**src/rtl/d_cache_nway_control.sv**
```systemverilog
// N-way write-back / write-allocate data-cache controller with invalid-way
// victim preference and a full-cache flush engine.
// Optional performance counters: define D_CACHE_PERF_CNT_EN to build them.
module d_cache_nway_control #(
    parameter  int unsigned WAYS  = 4,
    parameter  int unsigned SETS  = 8,
    parameter  int unsigned CNT_W = 32,
    localparam int unsigned WAY_W = $clog2(WAYS),
    localparam int unsigned SET_W = $clog2(SETS)
) (
    input  logic             clk,
    input  logic             rst,
    input  logic             mem_read,
    input  logic             mem_write,
    output logic             mem_resp,
    input  logic [WAYS-1:0]  hit_vec,
    input  logic [WAYS-1:0]  valid_vec,
    input  logic [WAYS-1:0]  dirty_vec,
    input  logic [WAY_W-1:0] lru_way,
    output logic [WAY_W-1:0] way_sel,
    output logic [WAYS-1:0]  data_write,
    output logic [WAYS-1:0]  dirty_write,
    output logic             dirty_val,
    output logic [WAYS-1:0]  valid_write,
    output logic             lru_update,
    output logic [WAY_W-1:0] mru_way,
    output logic             load_buf,
    output logic             wb_addr_sel,
    input  logic             flush_req,
    output logic             flush_active,
    output logic [SET_W-1:0] flush_set,
    output logic             flush_done,
    input  logic             pmem_resp,
    output logic             pmem_read,
    output logic             pmem_write,
    input  logic             clr_cnt,
    output logic [CNT_W-1:0] hit_cnt,
    output logic [CNT_W-1:0] miss_cnt,
    output logic [CNT_W-1:0] wb_cnt
);

    typedef enum logic [2:0] {
        S_CHECK, S_WB, S_FILL, S_RESPOND, S_FL_SCAN, S_FL_WB
    } state_e;

    state_e           state_q, state_d;
    logic [WAY_W-1:0] victim_q, victim_d;
    logic [SET_W-1:0] flush_set_q, flush_set_d;
    logic [WAY_W-1:0] flush_way_q, flush_way_d;

    logic             req, hit, hit_found, inv_found, fl_dirty, flush_last, flush_adv;
    logic [WAYS-1:0]  hit_valid;
    logic [WAY_W-1:0] hit_way, inv_way, miss_way;

    function automatic logic [WAYS-1:0] onehot(input logic [WAY_W-1:0] w);
        logic [WAYS-1:0] r;
        r    = '0;
        r[w] = 1'b1;
        return r;
    endfunction

    assign req        = mem_read | mem_write;
    assign hit_valid  = hit_vec & valid_vec;
    assign hit        = |hit_valid;
    assign miss_way   = inv_found ? inv_way : lru_way;
    assign fl_dirty   = valid_vec[flush_way_q] & dirty_vec[flush_way_q];
    assign flush_last = (flush_set_q == SET_W'(SETS-1)) && (flush_way_q == WAY_W'(WAYS-1));
    assign flush_adv  = ((state_q == S_FL_SCAN) && !fl_dirty) ||
                        ((state_q == S_FL_WB) && pmem_resp);
    assign flush_set  = flush_set_q;

    // Lowest-index priority encoders for the hit way and the first invalid way
    always_comb begin
        hit_way   = '0;
        hit_found = 1'b0;
        inv_way   = '0;
        inv_found = 1'b0;
        for (int unsigned i = 0; i < WAYS; i++) begin
            if (hit_valid[i] && !hit_found) begin
                hit_way   = WAY_W'(i);
                hit_found = 1'b1;
            end
            if (!valid_vec[i] && !inv_found) begin
                inv_way   = WAY_W'(i);
                inv_found = 1'b1;
            end
        end
    end

    // State, victim and flush-pointer registers
    always_ff @(posedge clk or posedge rst) begin
        if (rst) begin
            state_q     <= S_CHECK;
            victim_q    <= '0;
            flush_set_q <= '0;
            flush_way_q <= '0;
        end else begin
            state_q     <= state_d;
            victim_q    <= victim_d;
            flush_set_q <= flush_set_d;
            flush_way_q <= flush_way_d;
        end
    end

    // Next-state logic, including victim capture and flush pointer walk
    always_comb begin
        state_d     = state_q;
        victim_d    = victim_q;
        flush_set_d = flush_set_q;
        flush_way_d = flush_way_q;
        case (state_q)
            S_CHECK: begin
                if (req) begin
                    if (!hit) begin
                        victim_d = miss_way;
                        state_d  = (valid_vec[miss_way] && dirty_vec[miss_way]) ? S_WB : S_FILL;
                    end
                end else if (flush_req) begin
                    state_d     = S_FL_SCAN;
                    flush_set_d = '0;
                    flush_way_d = '0;
                end
            end
            S_WB:      if (pmem_resp) state_d = S_FILL;
            S_FILL:    if (pmem_resp) state_d = S_RESPOND;
            S_RESPOND: state_d = S_CHECK;
            S_FL_SCAN: if (fl_dirty) state_d = S_FL_WB;
            default:   ;
        endcase
        // Advance shared by FL_SCAN (clean way) and FL_WB (writeback done)
        if (flush_adv) begin
            state_d = S_FL_SCAN;
            if (flush_last) begin
                state_d     = S_CHECK;
                flush_set_d = '0;
                flush_way_d = '0;
            end else if (flush_way_q == WAY_W'(WAYS-1)) begin
                flush_way_d = '0;
                flush_set_d = flush_set_q + SET_W'(1);
            end else begin
                flush_way_d = flush_way_q + WAY_W'(1);
            end
        end
    end

    // Datapath strobes; everything forced low while rst is asserted
    always_comb begin
        mem_resp     = 1'b0;
        way_sel      = '0;
        data_write   = '0;
        dirty_write  = '0;
        dirty_val    = 1'b0;
        valid_write  = '0;
        lru_update   = 1'b0;
        mru_way      = '0;
        load_buf     = 1'b0;
        wb_addr_sel  = 1'b0;
        flush_active = 1'b0;
        flush_done   = 1'b0;
        pmem_read    = 1'b0;
        pmem_write   = 1'b0;
        if (!rst) begin
            case (state_q)
                S_CHECK: begin
                    if (req && hit) begin
                        mem_resp   = 1'b1;
                        lru_update = 1'b1;
                        mru_way    = hit_way;
                        way_sel    = hit_way;
                        if (mem_write) begin
                            data_write  = onehot(hit_way);
                            dirty_write = onehot(hit_way);
                            dirty_val   = 1'b1;
                        end
                    end
                end
                S_WB: begin
                    pmem_write  = 1'b1;
                    wb_addr_sel = 1'b1;
                    way_sel     = victim_q;
                    if (pmem_resp) dirty_write = onehot(victim_q);
                end
                S_FILL: begin
                    pmem_read = 1'b1;
                    load_buf  = 1'b1;
                    way_sel   = victim_q;
                    if (pmem_resp) begin
                        data_write  = onehot(victim_q);
                        valid_write = onehot(victim_q);
                    end
                end
                S_RESPOND: begin
                    mem_resp   = 1'b1;
                    lru_update = 1'b1;
                    mru_way    = victim_q;
                    way_sel    = victim_q;
                    if (mem_write) begin
                        data_write  = onehot(victim_q);
                        dirty_write = onehot(victim_q);
                        dirty_val   = 1'b1;
                    end
                end
                S_FL_SCAN: begin
                    flush_active = 1'b1;
                    way_sel      = flush_way_q;
                end
                S_FL_WB: begin
                    flush_active = 1'b1;
                    pmem_write   = 1'b1;
                    wb_addr_sel  = 1'b1;
                    way_sel      = flush_way_q;
                    if (pmem_resp) dirty_write = onehot(flush_way_q);
                end
                default: ;
            endcase
            flush_done = flush_adv && flush_last;
        end
    end

`ifdef D_CACHE_PERF_CNT_EN
    logic [CNT_W-1:0] hit_cnt_q, miss_cnt_q, wb_cnt_q;
    logic             hit_ev, miss_ev, wb_ev;

    assign hit_ev  = (state_q == S_CHECK) && req && hit;
    assign miss_ev = (state_q == S_CHECK) && req && !hit;
    assign wb_ev   = ((state_q == S_WB) || (state_q == S_FL_WB)) && pmem_resp;

    // Saturating event counters; clear beats a same-cycle increment
    always_ff @(posedge clk or posedge rst) begin
        if (rst || clr_cnt) begin
            hit_cnt_q  <= '0;
            miss_cnt_q <= '0;
            wb_cnt_q   <= '0;
        end else begin
            if (hit_ev  && (hit_cnt_q  != '1)) hit_cnt_q  <= hit_cnt_q  + CNT_W'(1);
            if (miss_ev && (miss_cnt_q != '1)) miss_cnt_q <= miss_cnt_q + CNT_W'(1);
            if (wb_ev   && (wb_cnt_q   != '1)) wb_cnt_q   <= wb_cnt_q   + CNT_W'(1);
        end
    end

    assign hit_cnt  = hit_cnt_q;
    assign miss_cnt = miss_cnt_q;
    assign wb_cnt   = wb_cnt_q;
`else
    logic unused_clr_cnt;
    assign unused_clr_cnt = clr_cnt;
    assign hit_cnt  = '0;
    assign miss_cnt = '0;
    assign wb_cnt   = '0;
`endif

endmodule

```
**config.mk**
```make
export PLATFORM = sky130hd
export DESIGN_NAME = d_cache_nway_control
export DESIGN_NICKNAME = d
export VERILOG_FILES = /design/src/rtl/d_cache_nway_control.sv
export SDC_FILE = /design/constraint.sdc
export NUM_CORES = 1
export LEC_CHECK = 0
export ABC_AREA = 1
export ABC_CLOCK_PERIOD_IN_PS = 1890
export BUFFER_PORTS_ARGS = -buffer_cell sky130_fd_sc_hd__buf_2
export CAP_MARGIN = 10
export CORE_MARGIN = 2
export CORE_UTILIZATION = 42
export CTS_BUF_LIST = sky130_fd_sc_hd__clkbuf_8 sky130_fd_sc_hd__clkbuf_16
export DETAILED_ROUTE_END_ITERATION = 6
export PLACE_DENSITY = 0.83
export SYNTH_ARGS = -nofsm -noshare
export SYNTH_HDL_FRONTEND = slang
export SYNTH_SLANG_ARGS = --single-unit
```
**constraint.sdc**
```tcl
create_clock -name clk -period 1.89 [get_ports clk]
set_input_delay 0 -clock clk [delete_from_list [all_inputs] [get_ports clk]]
set_output_delay 0 -clock clk [all_outputs]
set_load 0.01 [all_outputs]
```
Yosys cells after proc, flatten, opt, wreduce, memory -nomap -nowiden
Index checks and enable logic that the tools add are counted.
{"block": "word_totals", "ff_bits": 10, "in_bits": 21, "output_inout_bits": 124, "elab_cells": 146}
{"block": "op_classes", "add_sub_neg": 2, "order_cmp": 7, "eq_ne": 13, "mux": 80, "bitwise_logic": 4, "n_reduce_logical": 36}
{"operator": "$mux 3", "count": 14}
{"operator": "$mux 4", "count": 9}
{"operator": "$mux 2", "count": 15}
{"operator": "$mux 1", "count": 28}
{"operator": "$pmux 4 s4", "count": 1}
{"operator": "$logic_and 1x1->1", "count": 15}
{"operator": "$pmux 3 s5", "count": 1}
{"operator": "$lt 2x3->1 const B", "count": 4}
{"operator": "$pmux 4 s3", "count": 1}
{"operator": "$eq 3x3->1 const B", "count": 3}
{"operator": "$logic_not 1->1", "count": 9}
{"operator": "$ne 3x3->1 const B", "count": 3}
{"operator": "$bmux 1 s2", "count": 4}
{"operator": "$ne 4x4->1 const B", "count": 2}
{"operator": "$demux 1 s2", "count": 3}
{"operator": "$eq 3x2->1 const B", "count": 2}
{"operator": "$ge 2x1->1 const B", "count": 3}
{"operator": "$pmux 2 s3", "count": 1}
{"operator": "$reduce_and 3->1", "count": 2}
{"operator": "$reduce_and 6->1", "count": 1}
{"operator": "$reduce_bool 6->1", "count": 1}
{"operator": "$and 4x4->4", "count": 1}
{"operator": "$pmux 1 s2", "count": 2}
{"operator": "$pmux 2 s2", "count": 1}
{"operator": "other kinds (14)", "count": 16}

Depth between registers and ports, before layout
{"block": "logic_depth", "ltp_word": 19, "mapped_depth": 11, "ltp_nobuf": 11}

Least setup slack after synthesis
OpenSTA, ideal clock, no wires.
{"block": "synth_timing", "path_kind": "reg-to-output", "start": "register state_q[1]", "end": "output dirty_val", "arrival_ps": 1438, "t_required_ps": 1890, "path_slack_ps": 452, "path_stages_with_launch": 7, "path_buffers": 0, "cell_sequence": "dfrtp_1 -> nor2_2 -> nand2_2 -> nor2_1 -> nand2_1 -> a21oi_1 -> and2_1"}
{"block": "synth_between", "elab_chain_cells": 3, "elab_cells_between_ends": 4, "cone_classes": "eq/ne (1); mux (2); reduce/logical (1)"}
{"element": "start, declared", "line_no": "46", "rtl": "state_e state_q, state_d;"}
{"element": "start signal, assigned", "line_no": "98", "rtl": "state_q <= state_d;"}
{"element": "$eq 3x2->1 or $logic_not 3->1 (tied branches)", "line_no": "163", "rtl": "case (state_q)"}
{"element": "$pmux 1 s2 (*)", "line_no": "163"}
{"element": "$mux 1 (*)", "line_no": "162", "rtl": "if (!rst) begin"}
{"element": "end, declared", "line_no": "23", "rtl": "output logic dirty_val,"}
Mark *: on every way between the ends. The rest lies on a longest branch, timed or not.

Final worst setup path
{"block": "layout_timing", "start": "register state_q[0]", "end": "output data_write[0]"}
{"block": "layout_between", "elab_chain_cells": 3, "elab_cells_between_ends": 5, "cone_classes": "eq/ne (2); mux (2); reduce/logical (1)"}
{"element": "$eq 3x2->1 or $logic_not 3->1 (tied branches)", "line_no": "163"}
{"element": "$pmux 4 s3 (*)", "line_no": "163"}
{"element": "$mux 4 (*)", "line_no": "162"}
{"element": "end, declared", "line_no": "21", "rtl": "output logic [WAYS-1:0] data_write,"}
Marked as above.

==> results.cfg <==
[outcome]
status = completed

[synth]
yosysSeqAreaShare_pct = 12.7
synthAdderAreaFrac_pct = 3.80
avgSynthCellArea_um2 = 6.25
syn_area_um2 = 1970
synth-xor-area-share_pct = 0
ys_ff_latch = 10
synth_cell_types = 29
synth_warnings = 0
synth-simple-area-share_pct = 32.3
synth_top_family_by_area = buffers and inverters
muxShareOfSynthArea_pct = 0
synth_compound_area_share_pct = 7.67
synthCells = 316

[placement]
routabilityCongestion = 0.943
io_buffer_count = 47
dp.cells = 408
dpl_cell_area_um2 = 1880
dp_hpwl_mm = 3.56
pre_cts_ws_ns = 0.258

[cts]
cts_inserted_buffers = 3
tritoncts = yes
h-tree-depth = 1
cts_root_buffer = clkbuf_8
clkSlewWorstSetupHoldPaths_ns = 0.05
insertion_delay_ns = 0.24
cts.path.max_buffers = 2
cts_sinks = 10

[sta]
fin_ws_ns = 0.116
hold_viol = 0
finalCritPeriodShare_pct = 93.9
max_clock_freq_mhz = 564
finalClockSkew_ns = 0.00193
timing.hold.ws_ns = 0.214
slew_viol_final = 0
setup_viol = 0
fin_crit_ns = 1.77

[route]
drt_wl_total_mm = 4.27
drtIter0Drc = 141
first_pass_iters = 4
wl_per_cell_um = 10.3
drc = 0
via_count = 1833
ant_nets = 0
vias_per_cell = 4.44

[finish]
drive_above_1_share_pct = 20.2
final_cells = 413
final_area_um2 = 1980
diodes = 0
fin_nets = 389
area_delta_synth_final_pct = 0.127

[floorplanning]
num_rows = 24
coreArea_um2 = 4440
io-pin-count = 145
initial_core_util_pct = 44.4
die-area_um2 = 5270
die_h_um = 72.6
die_w_um = 72.6

[global_route]
met2_usage_pct = 26.5
grt_max_degree = 19
grt_pass1_wl_mm = 6.73
use_met1_pct = 19.7
grt_use_total_pct = 15.9
overflow = 0
busiest_layer = met2
grt_pass1_vias = 1540
use_met3_pct = 3.89
antenna_found_initial = 0

[min_path]
holdPathStages = 5
hold_class = in -> reg

[critical_path]
worst-setup-path-type = reg -> out
arrival_ns = 1.77
setup.worst_path.end_class = output port
start_kind = register
r2r_cells = 10
crit_fanout = 5
worstPathRequired_ns = 1.89

[flow_run]
max-cap-violations = 0

[pwr]
total_power_mw = 2.09
power_density_nw_per_um2 = 1060
power.leakage_nw = 1.23
vdd_drop_max_mv = 0.411
final cells by class:
| type | instances | area [um2] |
|---|---|---|
| clock buffers | 4 | 55.1 |
| fillers | 478 | 2470 |
| inverters | 26 | 100 |
| multi-input cells | 272 | 1250 |
| flip-flops and latches | 10 | 251 |
| well taps | 52 | 65.1 |
| repair buffers | 49 | 253 |
routing by layer:
layer | wire length (um) | vias to the layer above | part of all wire [%]
met4 | 70 | 0 | 1.6
met2 | 2030 | 123 | 47
met3 | 525 | 9 | 12
met5 | 0 | - | 0
li1 | - | 899 | -
met1 | 1650 | 802 | 39
cells in the final DEF, fill, tap and decap left out, drive strengths merged, types with 3 or more instances in the layout:
cell	synthesis	final
a21oi	9	9
buf	99	48
clkbuf	4	4
conb	1	96
dfrtp	10	10
ha	6	6
inv	26	26
nand2	61	61
nand3	28	28
nand4	4	4
nor2	43	43
nor3	4	4
o21ai	10	10
o22ai	3	3
where the power goes:
| group | internal [mW] | leakage (nW) | switching, mW |
|---|---|---|---|
| combinational | 0.453 | 1.08 | 0.884 |
| clock | 0.184 | 0.0288 | 0.0924 |
| sequential | 0.318 | 0.123 | 0.161 |
metrics by stage:
stage	util (%)	TNS (ns)
2_1_floorplan	-	0
3_3_place_gp	42.3	0
3_5_place_dp	42.3	0
4_1_cts	43.9	0
5_1_grt	44.5	-0.0601
6_report	44.5	0
flip-flops by register name, indices dropped and copies added (netlist names):
| register | count |
|---|---|
| flush_set | 3 |
| state_q | 3 |
| flush_way_q | 2 |
| victim_q | 2 |
logic make-up (layout without fill, tap and decap cells):
family | Yosys count | count (layout)
and+or+nand+nor | 143 | 143
DFF | 10 | 10
other | 1 | 96
AOI/OAI and AO/OA | 27 | 27
adders and majority gates | 6 | 6
buffers and inverters | 129 | 79
critical path, stage by stage, from the launching register on:
cell and delay, ns:
dfrtp_2 0.45, nor2_4 0.16, nand2_2 0.10, inv_1 0.12, nand3_1 0.14, nor3_2 0.25, nor2_1 0.06, nor2_1 0.10
buf_2 0.14
cell usage after synthesis, drive strengths merged:
cell | number | share of area, %
a31oi | 1 | 0.32
nand4 | 4 | 1.6
nand3 | 28 | 7.9
nor2 | 43 | 8.7
nand2 | 61 | 12
inv | 26 | 4.9
ha | 6 | 3.8
buf | 99 | 38
and2 | 1 | 0.32
nor4 | 1 | 0.32
or2 | 1 | 0.32
nor3 | 4 | 1.0
o22ai | 3 | 0.95
dfrtp | 10 | 13
conb | 1 | 0.19
a22oi | 2 | 0.76
clkbuf | 4 | 0.76
o21ai | 10 | 2.5
a21boi | 1 | 0.38
a21oi | 9 | 2.3
o221ai | 1 | 0.44
repair_timing:
item	in CTS	in global routing
hold endpoints to repair	10	0
hold buffers	1	0
buffers inserted	0	0
gates resized for setup	1	8
endpoints found under the setup margin	1	13
final timing paths:
path / to / startpoint / slack [ns]
worst max-delay path: data_write[0] / state_q[0]$_DFFE_PP0P_ / 0.12
min in group asynchronous: victim_q[1]$_DFFE_PP0P_ / rst / 0.46
worst min-delay path: victim_q[1]$_DFFE_PP0P_ / valid_vec[0] / 0.21
worst max register to register: state_q[2]$_DFFE_PP0P_ / flush_way_q[0]$_DFFE_PP0P_ / 0.41
max in group asynchronous: state_q[0]$_DFFE_PP0P_ / rst / 1.12
worst min register to register: state_q[0]$_DFFE_PP0P_ / state_q[0]$_DFFE_PP0P_ / 0.59
(Power assumes the default switching activity.)
